[src/rtl/cpu_ctrl_pkg.sv]
// Shared encodings for the multicycle RV32I controller, its datapath and its checker.
package cpu_ctrl_pkg;

  typedef enum logic [3:0] {
    S0_FETCH    = 4'd0,
    S1_DECODE   = 4'd1,
    S2_MEMADR   = 4'd2,
    S3_MEMREAD  = 4'd3,
    S4_MEMWB    = 4'd4,
    S5_MEMWRITE = 4'd5,
    S6_EXECR    = 4'd6,
    S7_ALUWB    = 4'd7,
    S8_EXECI    = 4'd8,
    S9_JAL      = 4'd9,
    S10_BEQ     = 4'd10
  } state_t;

  localparam logic [6:0] OP_LW  = 7'b0000011;
  localparam logic [6:0] OP_SW  = 7'b0100011;
  localparam logic [6:0] OP_R   = 7'b0110011;
  localparam logic [6:0] OP_I   = 7'b0010011;
  localparam logic [6:0] OP_JAL = 7'b1101111;
  localparam logic [6:0] OP_BEQ = 7'b1100011;

  localparam logic [2:0] ALU_ADD = 3'b000;
  localparam logic [2:0] ALU_SUB = 3'b001;
  localparam logic [2:0] ALU_AND = 3'b010;
  localparam logic [2:0] ALU_OR  = 3'b011;
  localparam logic [2:0] ALU_SLT = 3'b101;

  localparam logic [1:0] ALUOP_ADD   = 2'b00;
  localparam logic [1:0] ALUOP_SUB   = 2'b01;
  localparam logic [1:0] ALUOP_FUNCT = 2'b10;

  localparam logic [1:0] RES_ALUOUT    = 2'b00;
  localparam logic [1:0] RES_DATA      = 2'b01;
  localparam logic [1:0] RES_ALURESULT = 2'b10;

  localparam logic [1:0] SRCA_PC    = 2'b00;
  localparam logic [1:0] SRCA_OLDPC = 2'b01;
  localparam logic [1:0] SRCA_RD1   = 2'b10;

  localparam logic [1:0] SRCB_RD2  = 2'b00;
  localparam logic [1:0] SRCB_IMM  = 2'b01;
  localparam logic [1:0] SRCB_FOUR = 2'b10;

  localparam logic [1:0] IMM_I = 2'b00;
  localparam logic [1:0] IMM_S = 2'b01;
  localparam logic [1:0] IMM_B = 2'b10;
  localparam logic [1:0] IMM_J = 2'b11;

endpackage

[src/rtl/control_alu_decoder.sv]
// ALU operation decode from ALUOp and the instruction function fields.
module control_alu_decoder
  import cpu_ctrl_pkg::*;
(
  input  logic [1:0] alu_op,
  input  logic [2:0] funct3,
  input  logic       funct7b5,
  input  logic       op5,
  output logic [2:0] alu_control
);

  always_comb begin
    alu_control = ALU_ADD;
    case (alu_op)
      ALUOP_ADD: alu_control = ALU_ADD;
      ALUOP_SUB: alu_control = ALU_SUB;
      ALUOP_FUNCT: begin
        case (funct3)
          // op5 separates R-type sub from addi, whose imm[10] lands on funct7b5
          3'b000:  alu_control = (op5 & funct7b5) ? ALU_SUB : ALU_ADD;
          3'b010:  alu_control = ALU_SLT;
          3'b110:  alu_control = ALU_OR;
          3'b111:  alu_control = ALU_AND;
          default: alu_control = ALU_ADD;
        endcase
      end
      default: alu_control = ALU_ADD;
    endcase
  end

endmodule

[src/rtl/riscv_mc_controller.sv]
// Multicycle RV32I control FSM with main, ALU and immediate decode.
//  state | meaning
//  S0    | fetch, IR load, PC+4
//  S1    | decode, branch/jump target precompute
//  S2    | memory address
//  S3    | memory read
//  S4    | load writeback
//  S5    | memory write
//  S6    | R-type execute
//  S7    | ALU writeback
//  S8    | I-ALU execute
//  S9    | jal
//  S10   | beq
module riscv_mc_controller
  import cpu_ctrl_pkg::*;
(
  input  logic       clk,
  input  logic       reset,
  input  logic [6:0] op,
  input  logic [2:0] funct3,
  input  logic       funct7b5,
  input  logic       zero,
  output logic [3:0] current_state,
  output logic       PCWrite,
  output logic       AdrSrc,
  output logic       MemWrite,
  output logic       IRWrite,
  output logic       RegWrite,
  output logic [1:0] ResultSrc,
  output logic [1:0] ALUSrcA,
  output logic [1:0] ALUSrcB,
  output logic [2:0] ALUControl,
  output logic [1:0] ImmSrc
);

  state_t     state, state_n;
  logic [1:0] alu_op;
  logic       pc_update, branch, ir_write_raw, mem_write_raw, reg_write_raw;

  always_ff @(posedge clk or negedge reset) begin
    if (!reset) state <= S0_FETCH;
    else        state <= state_n;
  end

  always_comb begin
    state_n = S0_FETCH;
    case (state)
      S0_FETCH: state_n = S1_DECODE;
      S1_DECODE: begin
        case (op)
          OP_LW, OP_SW: state_n = S2_MEMADR;
          OP_R:         state_n = S6_EXECR;
          OP_I:         state_n = S8_EXECI;
          OP_JAL:       state_n = S9_JAL;
          OP_BEQ:       state_n = S10_BEQ;
          default:      state_n = S0_FETCH;
        endcase
      end
      S2_MEMADR: begin
        if (op == OP_LW)      state_n = S3_MEMREAD;
        else if (op == OP_SW) state_n = S5_MEMWRITE;
        else                  state_n = S0_FETCH;
      end
      S3_MEMREAD:  state_n = S4_MEMWB;
      S6_EXECR:    state_n = S7_ALUWB;
      S8_EXECI:    state_n = S7_ALUWB;
      S9_JAL:      state_n = S7_ALUWB;
      default:     state_n = S0_FETCH;
    endcase
  end

  always_comb begin
    pc_update     = 1'b0;
    branch        = 1'b0;
    ir_write_raw  = 1'b0;
    mem_write_raw = 1'b0;
    reg_write_raw = 1'b0;
    AdrSrc        = 1'b0;
    ResultSrc     = RES_ALUOUT;
    ALUSrcA       = SRCA_PC;
    ALUSrcB       = SRCB_RD2;
    alu_op        = ALUOP_ADD;
    case (state)
      S0_FETCH: begin
        ir_write_raw = 1'b1;
        pc_update    = 1'b1;
        ALUSrcB      = SRCB_FOUR;
        ResultSrc    = RES_ALURESULT;
      end
      S1_DECODE: begin
        ALUSrcA = SRCA_OLDPC;
        ALUSrcB = SRCB_IMM;
      end
      S2_MEMADR: begin
        ALUSrcA = SRCA_RD1;
        ALUSrcB = SRCB_IMM;
      end
      S3_MEMREAD: AdrSrc = 1'b1;
      S4_MEMWB: begin
        ResultSrc     = RES_DATA;
        reg_write_raw = 1'b1;
      end
      S5_MEMWRITE: begin
        AdrSrc        = 1'b1;
        mem_write_raw = 1'b1;
      end
      S6_EXECR: begin
        ALUSrcA = SRCA_RD1;
        alu_op  = ALUOP_FUNCT;
      end
      S7_ALUWB: reg_write_raw = 1'b1;
      S8_EXECI: begin
        ALUSrcA = SRCA_RD1;
        ALUSrcB = SRCB_IMM;
        alu_op  = ALUOP_FUNCT;
      end
      S9_JAL: begin
        ALUSrcA   = SRCA_OLDPC;
        ALUSrcB   = SRCB_FOUR;
        pc_update = 1'b1;
      end
      S10_BEQ: begin
        ALUSrcA = SRCA_RD1;
        alu_op  = ALUOP_SUB;
        branch  = 1'b1;
      end
      default: ;
    endcase
  end

  // Enables are gated by reset so they drop with it, not at the next edge.
  assign PCWrite  = reset & ((branch & zero) | pc_update);
  assign IRWrite  = reset & ir_write_raw;
  assign MemWrite = reset & mem_write_raw;
  assign RegWrite = reset & reg_write_raw;

  assign current_state = state;

  always_comb begin
    case (op)
      OP_LW, OP_I: ImmSrc = IMM_I;
      OP_SW:       ImmSrc = IMM_S;
      OP_BEQ:      ImmSrc = IMM_B;
      OP_JAL:      ImmSrc = IMM_J;
      default:     ImmSrc = IMM_I;
    endcase
  end

  control_alu_decoder u_alu_dec (
    .alu_op      (alu_op),
    .funct3      (funct3),
    .funct7b5    (funct7b5),
    .op5         (op[5]),
    .alu_control (ALUControl)
  );

endmodule

[config.mk]
export PLATFORM = sky130hd
export DESIGN_NAME = riscv_mc_controller
export DESIGN_NICKNAME = d
export VERILOG_FILES = /design/src/rtl/cpu_ctrl_pkg.sv /design/src/rtl/control_alu_decoder.sv /design/src/rtl/riscv_mc_controller.sv
export SDC_FILE = /design/constraint.sdc
export NUM_CORES = 1
export LEC_CHECK = 0
export CORE_MARGIN = 2
export CORE_UTILIZATION = 37
export CTS_CLUSTER_SIZE = 40
export DETAILED_ROUTE_END_ITERATION = 8
export PLACE_DENSITY = 0.79
export RECOVER_POWER = 25
export SLEW_MARGIN = 20
export SYNTH_ARGS = -nofsm -noshare
export SYNTH_HDL_FRONTEND = slang
export SYNTH_SLANG_ARGS = --single-unit
[constraint.sdc]
create_clock -name clk -period 2.3 [get_ports clk]
set_input_delay 0.69 -clock clk [delete_from_list [all_inputs] [get_ports clk]]
set_output_delay 0.69 -clock clk [all_outputs]
set_load 0.1 [all_outputs]
==> results by group, run 1 <==
Synthesis
  – Syn nets: 94
  – Synth Flop Type: dfrtp_1
  – Top cells by count, synth: nand2_1 (10), a21oi_1 (8)
  – Post-synthesis cell area: 587 um^2
  – Yosys top cell by area: dfrtp_1
  – Share of Yosys cell area claimed by the top area cell type: 17.1%
  – Top area cells in the synthesized netlist: dfrtp_1 (17%), a21oi_1 (6.8%), nand2_1 (6.4%), buf_6 (5.8%), ha_1 (4.3%)
  – Seq cells post-synth: 4
  – Number of synthesized flops with an enable pin: 0
  – Yosys warnings: 0
  – Synthesized area per cell: 7.52 um^2
  – Most frequent cell after synthesis: nand2_1
  – Post-synthesis cell type count: 35
  – Cell count after synthesis: 78
  – Post-synthesis async set-or-reset flop share: 100%
  – Sequential-to-total area share from yosys stat: 17.1%

Die
  – Num rows: 14
  – # IOs: 34
  – Initial core utilization: 39.4%
  – Die Ht: 43.8 um
  – Die X: 43.8 um

Outcome
  – Last stage: clock tree synthesis (4_1_cts)
  – First Err: [ERROR DPL-0038] Utilization greater than 100%, impossible to legalize
  – Outcome: aborted with a tool error

Place
  – Post-DP HPWL: 2480 um
  – Number of I/O port buffers: 33
  – GP Congestion: 0.855

Clock network
  – Clk sinks: 4
  – Cts repair resizes: 52
  – Setup repair bufs after CTS: 8
  – Maximum root-to-sink buffer count: 2
  – CTS root buffer: clkbuf_4
  – H-tree depth: 1
  – Hold Buf Count CTS: 0
  – Total CTS buffers: 3
kinds of logic after synthesis:
family	synth area share (%)
AND/OR/NAND/NOR	40.5
AO/OA/AOI/OAI	25.6
buffers and inverters	9.59
XOR/XNOR	2.99
adder cells (fa/ha/maj)	4.26
flip-flops	17.1
per-stage QoR:
stage	util (%)	instance area, um^2	setup slack (ns)	std cells
floorplan	-	743	-0.836	78
global placement	94.7	1410	-0.235	145
detailed placement	94.7	1410	-0.304	145
==> run 2, diff against run 1 <==
--- a/config.mk
+++ b/config.mk
@@ -5,11 +5,10 @@
 export SDC_FILE = /design/constraint.sdc
 export NUM_CORES = 1
 export LEC_CHECK = 0
-export CORE_MARGIN = 2
-export CORE_UTILIZATION = 37
-export CTS_CLUSTER_SIZE = 40
+export CORE_AREA = 2 2 63 65
 export DETAILED_ROUTE_END_ITERATION = 8
-export PLACE_DENSITY = 0.79
+export DIE_AREA = 0 0 65 67
+export PLACE_DENSITY_LB_ADDON = 0.15
 export RECOVER_POWER = 25
 export SLEW_MARGIN = 20
 export SYNTH_ARGS = -nofsm -noshare
==> results by group, run 2 <==
Clock network
  – CTS tree: built
  – Hold Buf Count CTS: 0
  – Maximum root-to-sink buffer count: 2
  – CTS root buffer: clkbuf_8
  – H-tree depth: 1
  – Clk sinks: 4
  – Reg clk slew, reported paths: 0.03 ns
  – Latest clock arrival within the worst-skew pair: 0.21 ns
  – Total CTS buffers: 3

Worst setup path
  – CP Class: flop to output port
  – Type of origin of the critical path: flop
  – Critical Path AT: 1.82 ns
  – Worst Setup SP: current_state[2]
  – Cell count of the worst reg-to-reg path: 5
  – Reg-to-Reg End: current_state[1]
  – Worst endpoint required time: 1.61 ns
  – Reg2reg start: current_state[1]
  – R2R Setup Slk: 0.85 ns
  – Worst Path Max Fanout: 5
  – Worst setup EP type: output port

Power
  – Pleak: 0.652 nW
  – Total power: 0.00145 W
  – Max VDD drop: 0.543 mV
  – Pwr Density: 883 nW/um^2

Die
  – Num rows: 22
  – Initial core utilization: 16.3%
  – Die area: 4360 um^2
  – Die Ht: 67 um
  – Die X: 65 um
  – Core footprint: 3610 um^2
  – # IOs: 34

STA
  – Final Hold Vio Count: 0
  – Final period util: 109%
  – Worst Max-Slew Pin Slew: 0.279 ns
  – Final min period: 2.51 ns
  – Unrepaired setup endpoints after global routing: yes
  – # setup viols final: 3
  – Rel. slew slack: 81.3%
  – Worst Slack Setup Final: -0.211 ns
  – Max Slew Vio Count: 0
  – Fmax achieved: 0.398 GHz
  – Clock Skew: 0.00270 ns

Worst hold path
  – Hold path depth: 1
  – Hold Crit Class: flop to flop
  – Hold_sp: current_state[1]
  – WHS Endpoint: current_state[2]

Layout
  – Antenna cells: 0
  – Area Overhead vs Synth: 180%
  – Count of non-filler cells in the finished layout: 189
  – Largest register FFs: 4
  – Most common cell after layout, fill and taps aside: buf_4
  – Most frequent cells in the layout: buf_4 (24), buf_12 (20), nand2_1 (6)
  – Nets: 159
  – Share of cells above drive strength 1: 67.4%

Synthesis
  – Top cells by count, synth: nand2_1 (10), a21oi_1 (8)
  – Synthesized area per cell: 7.52 um^2
  – Number of synthesized flops with an enable pin: 0
  – Cell count after synthesis: 78
  – Seq cells post-synth: 4
  – Most frequent cell after synthesis: nand2_1
  – Yosys top cell by area: dfrtp_1
  – Post-synthesis cell area: 587 um^2
  – Top area cells in the synthesized netlist: dfrtp_1 (17%), a21oi_1 (6.8%), nand2_1 (6.4%), buf_6 (5.8%), ha_1 (4.3%)
  – Synth Flop Type: dfrtp_1
  – Post-synthesis cell type count: 35
  – Post-synthesis async set-or-reset flop share: 100%
  – Syn nets: 94
  – Share of Yosys cell area claimed by the top area cell type: 17.1%
  – Sequential-to-total area share from yosys stat: 17.1%
  – Yosys warnings: 0

Place
  – Number of I/O port buffers: 33
  – Cell Count Post-Placement: 180
  – Pre-CTS setup slack: -0.257 ns
  – GP Congestion: 0.811
  – Post-DP HPWL: 1830 um

Routing
  – WL/cell: 12.3 um
  – Vias per cell: 4.40
  – Detailed Routing Iterations Pass 1: 4
  – Iteration-0 DRC count of the detailed router: 27
  – Post-route antenna net violation count: 0
  – Residual DRC: 0
  – Vias: 832
  – Total routed wirelength: 2330 um

Global route
  – Overflow after GRT: 0
  – Largest net degree at the start of global routing: 15
  – GRT Overall Usage: 11.8%
  – Vias in the first global route: 883
  – Initial antenna violation count: 0
  – Global-route wire length before repair: 3970 um

Outcome
  – Outcome: complete, but fails checks
  – Failing checks: negative setup slack

Flow run
  – Max cap viols: 0
-- run 2: cell counts after synthesis --
No cell type changed its count.
-- run 2: how the worst max path moves through the flow --
stage | end | slack, ns | cells after the start
finish | ALUControl[1] | -0.21 | 5
detailed placement | ImmSrc[0] | -0.26 | 4
floorplan | IRWrite | -0.84 | 3
CTS | ALUControl[1] | -0.25 | 5
global placement | ImmSrc[1] | -0.26 | 4
global route | ALUControl[0] | -0.28 | 8
-- run 2: per-stage QoR --
| step | area [um^2] | util (%) | TNS, ns | hold WS, ns |
|---|---|---|---|---|
| detailed placement | 1470 | 40.8 | -1.29 | 0.603 |
| global route | 1650 | 45.6 | -0.737 | 0.642 |
| global placement | 1470 | 40.8 | -1.27 | 0.588 |
| CTS | 1620 | 44.9 | -0.549 | 0.605 |
| finish | 1650 | 45.6 | -0.491 | 0.617 |
| floorplan | 743 | - | -5.05 | 0.394 |
-- run 2: worst max-delay path: stages, from the launching register on --
cell and delay (ns):
dfrtp_4 0.50, or3_4 0.40, inv_2 0.08, ha_4 0.22, nor3b_4 0.21, buf_12 0.20
-- run 2: what timing repair did --
action	CTS	global route
pin swaps	13	5
setup buffers	3	3
setup endpoints to repair	11	11
gates resized for setup	45	7
-- run 2: layout make-up --
| class | count | area, um^2 |
|---|---|---|
| fillers | 340 | 1960 |
| repair buffers | 64 | 756 |
| multi-input cells | 66 | 654 |
| flip-flops and latches | 4 | 115 |
| well taps | 48 | 60.1 |
| clock buffers | 3 | 41.3 |
| inverters | 4 | 18.8 |
-- run 2: per-layer routing --
| metal | wire length (um) | track usage [%] | up-vias |
|---|---|---|---|
| met4 | 19 | 4.79 | 0 |
| met5 | 0 | 0 | - |
| met2 | 1150 | 19.6 | 24 |
| met1 | 1010 | 14.7 | 390 |
| li1 | - | - | 416 |
| met3 | 144 | 2.36 | 2 |
-- run 2: cell families after synthesis --
logic type,count (synthesis),share of synthesized area [%]
buffers and inverters,8,9.59
DFF,4,17.1
and+or+nand+nor,40,40.5
AOI/OAI and AO/OA,22,25.6
xor gates and xnor gates,2,2.99
adders and majority gates,2,4.26
-- run 2: where the power goes --
group | internal (W) | switching, W | leakage, nW | total, W
registers | 0.0000896 | 0.0000110 | 0.0467 | 0.000101
logic | 0.000461 | 0.000747 | 0.583 | 0.00121
clock network | 0.000111 | 0.0000333 | 0.0216 | 0.000145
Note: power is estimated with default switching activity, not from simulation.
